--- config.mk ---
export PLATFORM = sky130hd
export DESIGN_NAME = alu_arbiter
export DESIGN_NICKNAME = d
export VERILOG_FILES = /design/src/rtl/alu_arbiter.sv
export SDC_FILE = /design/constraint.sdc
export NUM_CORES = 1
export LEC_CHECK = 0
export ABC_AREA = 1
export CAP_MARGIN = 40
export CORE_AREA = 8 8 128 130
export DETAILED_ROUTE_END_ITERATION = 6
export DIE_AREA = 0 0 136 138
export DONT_BUFFER_PORTS = 1
export SYNTH_ARGS = -nofsm -noshare
export SYNTH_HDL_FRONTEND = slang
export SYNTH_SLANG_ARGS = --single-unit
--- constraint.sdc ---
create_clock -name CLK -period 1.9 [get_ports CLK]
set_clock_uncertainty 0.1 [all_clocks]
set_input_delay 0.38 -clock CLK [delete_from_list [all_inputs] [get_ports CLK]]
set_output_delay 0.38 -clock CLK [all_outputs]
set_load 0.01 [all_outputs]
--- src/rtl/alu_arbiter.sv ---
// alu_arbiter: shares one single-cycle ALU between two valid/ready requesters, one response register per port.
// Define ALU_ARB_RR_EN for round-robin conflict resolution; otherwise port 0 has fixed priority.
module alu_arbiter #(
  parameter int DATA_WIDTH = 32,
  parameter int OP_WIDTH   = 4
) (
  input  logic                  CLK,
  input  logic                  nRST,
  input  logic                  req0_valid,
  input  logic [OP_WIDTH-1:0]   req0_aluop,
  input  logic [DATA_WIDTH-1:0] req0_port_a,
  input  logic [DATA_WIDTH-1:0] req0_port_b,
  output logic                  req0_ready,
  input  logic                  req1_valid,
  input  logic [OP_WIDTH-1:0]   req1_aluop,
  input  logic [DATA_WIDTH-1:0] req1_port_a,
  input  logic [DATA_WIDTH-1:0] req1_port_b,
  output logic                  req1_ready,
  output logic                  rsp0_valid,
  output logic [DATA_WIDTH-1:0] rsp0_data,
  input  logic                  rsp0_ready,
  output logic                  rsp1_valid,
  output logic [DATA_WIDTH-1:0] rsp1_data,
  input  logic                  rsp1_ready,
  output logic [OP_WIDTH-1:0]   alu_aluop,
  output logic [DATA_WIDTH-1:0] alu_port_a,
  output logic [DATA_WIDTH-1:0] alu_port_b,
  input  logic [DATA_WIDTH-1:0] alu_port_out,
  output logic [31:0]           busy_cnt
);

  logic                  w_slot_free0;
  logic                  w_slot_free1;
  logic                  w_elig0;
  logic                  w_elig1;
  logic                  w_fav0;
  logic                  w_fire0;
  logic                  w_fire1;
  logic                  r_rsp0_valid;
  logic                  r_rsp1_valid;
  logic [DATA_WIDTH-1:0] r_rsp0_data;
  logic [DATA_WIDTH-1:0] r_rsp1_data;
  logic [31:0]           r_busy_cnt;

  // A slot being drained this cycle can be refilled in the same cycle.
  assign w_slot_free0 = !r_rsp0_valid | rsp0_ready;
  assign w_slot_free1 = !r_rsp1_valid | rsp1_ready;
  assign w_elig0      = req0_valid & w_slot_free0;
  assign w_elig1      = req1_valid & w_slot_free1;

  // Ready looks only at the other port's eligibility, never at this port's own valid.
  assign req0_ready   = w_slot_free0 & (!w_elig1 | w_fav0);
  assign req1_ready   = w_slot_free1 & (!w_elig0 | !w_fav0);
  assign w_fire0      = req0_valid & req0_ready;
  assign w_fire1      = req1_valid & req1_ready;

`ifdef ALU_ARB_RR_EN
  logic r_last_grant;

  assign w_fav0 = r_last_grant;

  // Round-robin pointer: remembers the most recently granted port.
  always_ff @(posedge CLK or negedge nRST) begin
    if (!nRST) begin
      r_last_grant <= 1'b1;
    end else if (w_fire0) begin
      r_last_grant <= 1'b0;
    end else if (w_fire1) begin
      r_last_grant <= 1'b1;
    end else begin
      r_last_grant <= r_last_grant;
    end
  end
`else
  assign w_fav0 = 1'b1;
`endif

  // Steer the granted port's operation onto the shared ALU; idle cycles drive zeros.
  always_comb begin
    alu_aluop  = {OP_WIDTH{1'b0}};
    alu_port_a = {DATA_WIDTH{1'b0}};
    alu_port_b = {DATA_WIDTH{1'b0}};
    if (w_fire0) begin
      alu_aluop  = req0_aluop;
      alu_port_a = req0_port_a;
      alu_port_b = req0_port_b;
    end else if (w_fire1) begin
      alu_aluop  = req1_aluop;
      alu_port_a = req1_port_a;
      alu_port_b = req1_port_b;
    end else begin
      alu_aluop  = {OP_WIDTH{1'b0}};
      alu_port_a = {DATA_WIDTH{1'b0}};
      alu_port_b = {DATA_WIDTH{1'b0}};
    end
  end

  // Port 0 response register.
  always_ff @(posedge CLK or negedge nRST) begin
    if (!nRST) begin
      r_rsp0_valid <= 1'b0;
      r_rsp0_data  <= {DATA_WIDTH{1'b0}};
    end else if (w_fire0) begin
      r_rsp0_valid <= 1'b1;
      r_rsp0_data  <= alu_port_out;
    end else if (rsp0_ready) begin
      r_rsp0_valid <= 1'b0;
    end else begin
      r_rsp0_valid <= r_rsp0_valid;
    end
  end

  // Port 1 response register.
  always_ff @(posedge CLK or negedge nRST) begin
    if (!nRST) begin
      r_rsp1_valid <= 1'b0;
      r_rsp1_data  <= {DATA_WIDTH{1'b0}};
    end else if (w_fire1) begin
      r_rsp1_valid <= 1'b1;
      r_rsp1_data  <= alu_port_out;
    end else if (rsp1_ready) begin
      r_rsp1_valid <= 1'b0;
    end else begin
      r_rsp1_valid <= r_rsp1_valid;
    end
  end

  // Utilisation counter, wraps naturally.
  always_ff @(posedge CLK or negedge nRST) begin
    if (!nRST) begin
      r_busy_cnt <= 32'd0;
    end else if (w_fire0 | w_fire1) begin
      r_busy_cnt <= r_busy_cnt + 32'd1;
    end else begin
      r_busy_cnt <= r_busy_cnt;
    end
  end

  assign rsp0_valid = r_rsp0_valid;
  assign rsp0_data  = r_rsp0_data;
  assign rsp1_valid = r_rsp1_valid;
  assign rsp1_data  = r_rsp1_data;
  assign busy_cnt   = r_busy_cnt;

endmodule
== Word level (Yosys, flattened, before mapping) ==
Index checks and enable logic that the tools add are counted.

* $add $sub $neg: 1
* Multipliers: 0
* Divide/modulo/power cells: 0
* $lt $le $gt $ge: 0
* Equal/unequal tests: 0
* Shift operators: 0
* Muxes and demuxes: 10
* Bitwise operators: 6
* Reduce and logical (&&, ||, !) cells: 5

{| class="wikitable"
|+ Operator list
! cell !! count
|-
| $mux 32 || 4
|-
| $add 32x1->32 const B || 1
|-
| $mux 4 || 2
|-
| $mux 1 || 4
|-
| $reduce_bool 2->1 || 2
|-
| $and 1x1->1 || 3
|-
| $logic_not 1->1 || 3
|-
| $or 1x1->1 || 3
|}

* Flip-flop bits (word level): 98
* Bits in latches: 0
* Bits in writable memories: 0
* Bits in read-only memories: 0
* Input bits: 174
* Logic and storage cells: 27
* Memories kept: 0

== Depth between registers and ports, before layout ==
* Word-level depth: 8
* Mapped depth: 9
* Gate-level depth less buffers: 9

== Worst setup path after synthesis ==
Ideal clock, no wire load.

* Path kind: input to output
* From: input port rsp0_ready
* To: output port alu_port_b[21]
* Data arrival time: 1.285 ns
* Data required time: 1.420 ns
* Setup slack: 0.135 ns
* Cell stages on the path: 7
* Buffers on the path: 2
* Path through: inv_1 nand2_2 a21oi_4 buf_2 buf_2 nand3_1 nand2_1

* Cells in the longest elaborated chain, start to end: 7

{| class="wikitable"
|+ RTL lines
! what !! line !! RTL
|-
| start, declared || 21 || <nowiki>input logic rsp0_ready,</nowiki>
|-
| $or 1x1->1 (*) || 46 || <nowiki>assign w_slot_free0 = !r_rsp0_valid | rsp0_ready;</nowiki>
|-
| $and 1x1->1 (*) || 48, 54 ||
|-
| $logic_not 1->1 || 53 || <nowiki>assign req1_ready = w_slot_free1 & (!w_elig0 | !w_fav0);</nowiki>
|-
| $and 1x1->1 || 53 ||
|-
| $and 1x1->1 || 55 || <nowiki>assign w_fire1 = req1_valid & req1_ready;</nowiki>
|-
| $mux 32 || 87 || <nowiki>end else if (w_fire1) begin</nowiki>
|-
| $mux 32 (*) || 83 || <nowiki>if (w_fire0) begin</nowiki>
|-
| end, declared || 27 || <nowiki>output logic [DATA_WIDTH-1:0] alu_port_b,</nowiki>
|}

Every way passes the cells marked *; elsewhere a longest branch is shown, timed or not.

== Worst setup path in the final report ==
* From: register r_rsp0_valid (netlist: rsp0_valid)
* To: output port alu_port_a[12]

* Cells in the longest elaborated chain, start to end: 8

{| class="wikitable"
|+ RTL lines
! what !! line !! RTL
|-
| start, declared || 39 || <nowiki>logic r_rsp0_valid;</nowiki>
|-
| start signal, assigned || 109 || <nowiki>r_rsp0_valid <= r_rsp0_valid;</nowiki>
|-
| $logic_not 1->1 (*) || 46 ||
|-
| $or 1x1->1 (*) || 46 ||
|-
| $and 1x1->1 (*) || 48, 54 ||
|-
| $logic_not 1->1 || 53 ||
|-
| $and 1x1->1 || 53 ||
|-
| $and 1x1->1 || 55 ||
|-
| $mux 32 || 87 ||
|-
| $mux 32 (*) || 83 ||
|-
| end, declared || 26 || <nowiki>output logic [DATA_WIDTH-1:0] alu_port_a,</nowiki>
|}

Marked as above.

==> results.toml <==
[global_route]
antenna_found_initial = 0
grt_pass1_wl_um = 29100
grt_max_degree = 99
overflow = 0
first_global_vias = 4857
track_usage = 0.197

[worst_setup_path]
critPathKind = "flip-flop to output pin"
worstPathMaxFanout = 7
end_kind = "output pin"
cp.required_ps = 1420
crit_arrival_ps = 1530
start_kind = "flip-flop"

[finish]
drive_gt1_frac = 0.235
nets = 885
multiInputGateArea_sq_mm = 0.00300
syn_to_final_growth_pct = 24.9
seq_area_sq_mm = 0.00245
nFillCells = 1407
diodes = 0

[logic_synthesis]
synth_top_area_share = 0.464
synth_warnings = 0
syn-instance-count = 720
synthTopCellsByArea = "dfrtp_1 46%, nand2_1 15%, nand3_1 15%, inv_1 4.3%, o21ai_0 3.3%"
synth-seq-cells = 98
synthArstFlopShare = 1.00
synth_nets = 895
synth_edf_count = 0
synthFlopType = "dfrtp_1"
netlist_area_sq_mm = 0.00528
avgSynthCellArea_sq_um = 7.34
synthDistinctLibCells = 24
post-synth-top-area-cell = "dfrtp_1"
synth_seq_area_share = 0.464

[sta]
hold_viol = 98
worst_slack_ps = -113
fmax_ghz = 0.497
max_slew_margin = 0.624
min_period_over_period = 1.06
setup_viol = 68
tightest_slew_ps = 564
tns_ps = -5830
slew_viol_final = 0
period_needed_ps = 2010
whs_ps = -375
rsz0062_at_grt = "yes"

[power_and_ir_drop]
internal_power_mw = 3.87
p_sw_frac = 0.346
switchingPower_mw = 2.04
p_per_area_mw_per_mm2 = 896
fin_total_pwr_mw = 5.91
combPwrFrac = 0.211
ir_drop_mv = 0.486
leakagePower_nw = 3.03
p_seq_frac = 0.481
p_clk_frac = 0.308

[job]
drv_cap = 0

[route]
dr.pass1.iters = 5
vias = 4909
route.detailed.drc = 0
vias_per_cell = 5.46
wire_per_inst_um = 22.4
drtIter0Drc = 296
finalWirelength_um = 20100
drtAntennaViolNets = 0

[worst_hold_path]
holdCritPathClass = "input port to asynchronous set/reset pin"

[clock_tree]
numCtsBuffers = 9
clockBufferDepth = 2
numClockSinks = 98
ctsHtreeMaxLevel = 3
clock_latency_ps = 340
cts_tree = "done"
cts_root_buf = "clkbuf_16"
cts.clk_slew.worst_paths_ps = 80

[run_status]
outcome = "finished with violations"
violations = "hold timing, setup timing"

[placed_design]
dp_hpwl_um = 15100
dp_worst_setup_slack_ps = 164
io_buffer_count = 0
gp_congestion = 0.855

[floorplanning]
rows = 44
die_y_um = 138
core_sq_mm = 0.0143
dieArea_sq_mm = 0.0188
start_util = 0.369
die_w_um = 136
boundaryPins = 342
## final timing paths
| check | start | endpoint | slack, ps | cells past startpoint |
|---|---|---|---|---|
| worst max register to register | rsp0_valid | rsp1_data[21] | 110 | 9 |
| max in group asynchronous | nRST | busy_cnt[0] | 1940 | 0 |
| worst min-delay path | nRST | rsp1_data[16] | -370 | 0 |
| worst max-delay path | rsp0_valid | alu_port_a[12] | -110 | 6 |
| worst min register to register | rsp0_data[11] | rsp0_data[11] | 460 | 2 |
| min in group CLK | rsp1_ready | rsp1_valid | 50 | 1 |
## worst max-delay path, cell delays in order (launching register included)
cell	delay (ps)
dfrtp_1	400
nand2_4	100
a21oi_4	150
buf_12	170
clkbuf_16	190
nand3_2	70
nand2_2	100
## repair_timing
action	CTS	global route
pin swaps	2	17
setup endpoints to repair	68	68
endpoints found under the hold margin	98	98
buffers inserted	1	6
cloned	2	4
resized for setup	91	64
## power groups by stage
stage          sequential [mW]  clock (mW)  combinational, mW
2_1_floorplan             2.78           0              0.762
3_3_place_gp              2.87           0              0.931
3_5_place_dp              2.89           0              0.972
4_1_cts                   2.86        1.87               1.10
5_1_grt                   2.89        1.97               1.39
6_report                  2.84        1.82               1.25
## cells in the mapped netlist (all sizes together) (5+ instances only)
library cell    n
nand2         219
nand3         159
dfrtp          98
o21ai          66
inv            61
nor2           36
buf            26
clkbuf         20
xnor2           8
nand3b          7
xor2            7
nand4           5
nor3            5
## kinds of logic after synthesis
| family | Yosys count | synth area share |
|---|---|---|
| flops | 98 | 0.464 |
| simple gates | 431 | 0.359 |
| compound gates | 68 | 0.0677 |
| xor+xnor | 15 | 0.0249 |
| fa+ha+maj | 1 | 0.00237 |
| buf+inv | 107 | 0.0817 |
## cell usage in the layout, fill, tap and decap left out
cell type,count
a21oi_4,1
buf_12,5
buf_16,3
buf_4,13
clkbuf_16,13
clkbuf_8,1
clkinv_4,1
clkinv_8,1
dfrtp_1,98
ha_1,1
inv_1,59
inv_2,2
inv_6,2
inv_8,2
nand2_1,146
nand2_2,56
nand2_4,17
nand3_1,116
nand3_2,27
nand3_4,16
nand3b_1,7
nand4_1,5
nor2_1,29
nor2_2,3
nor2_4,4
nor3_1,5
o21ai_0,34
o21ai_1,31
o21ai_2,1
o21bai_1,1
xnor2_1,8
xor2_1,7
## area by class of cell
cell class,instances,share of cell area
clock buffers,10,0.0362
multi-input cells,515,0.455
clock inverters,6,0.00986
repair buffers,25,0.0576
well taps,184,0.0349
flip-flops and latches,98,0.372
inverters,61,0.0347
## per-stage QoR
stage	std cells	instance area, sq um	util
after global placement	870	5440	0.380
final	899	6600	0.461
after global routing	899	6600	0.461
after CTS	889	6090	0.425
after detailed placement	870	5440	0.380
after floorplan	720	5280	-
## state kept, by name, summed over array words and instances, names as in the netlist
name and count:
rsp0_valid 1, rsp1_data 32, rsp0_data 32, rsp1_valid 1, busy_cnt 32
## layer usage
layer	vias to the layer above	global-route usage	wire, um
met5	-	0	0
met4	0	0.0920	756
met3	32	0.0504	1400
met2	220	0.348	10600
met1	2342	0.216	7320
li1	2315	-	-
Power figures use the tool's default switching activity.
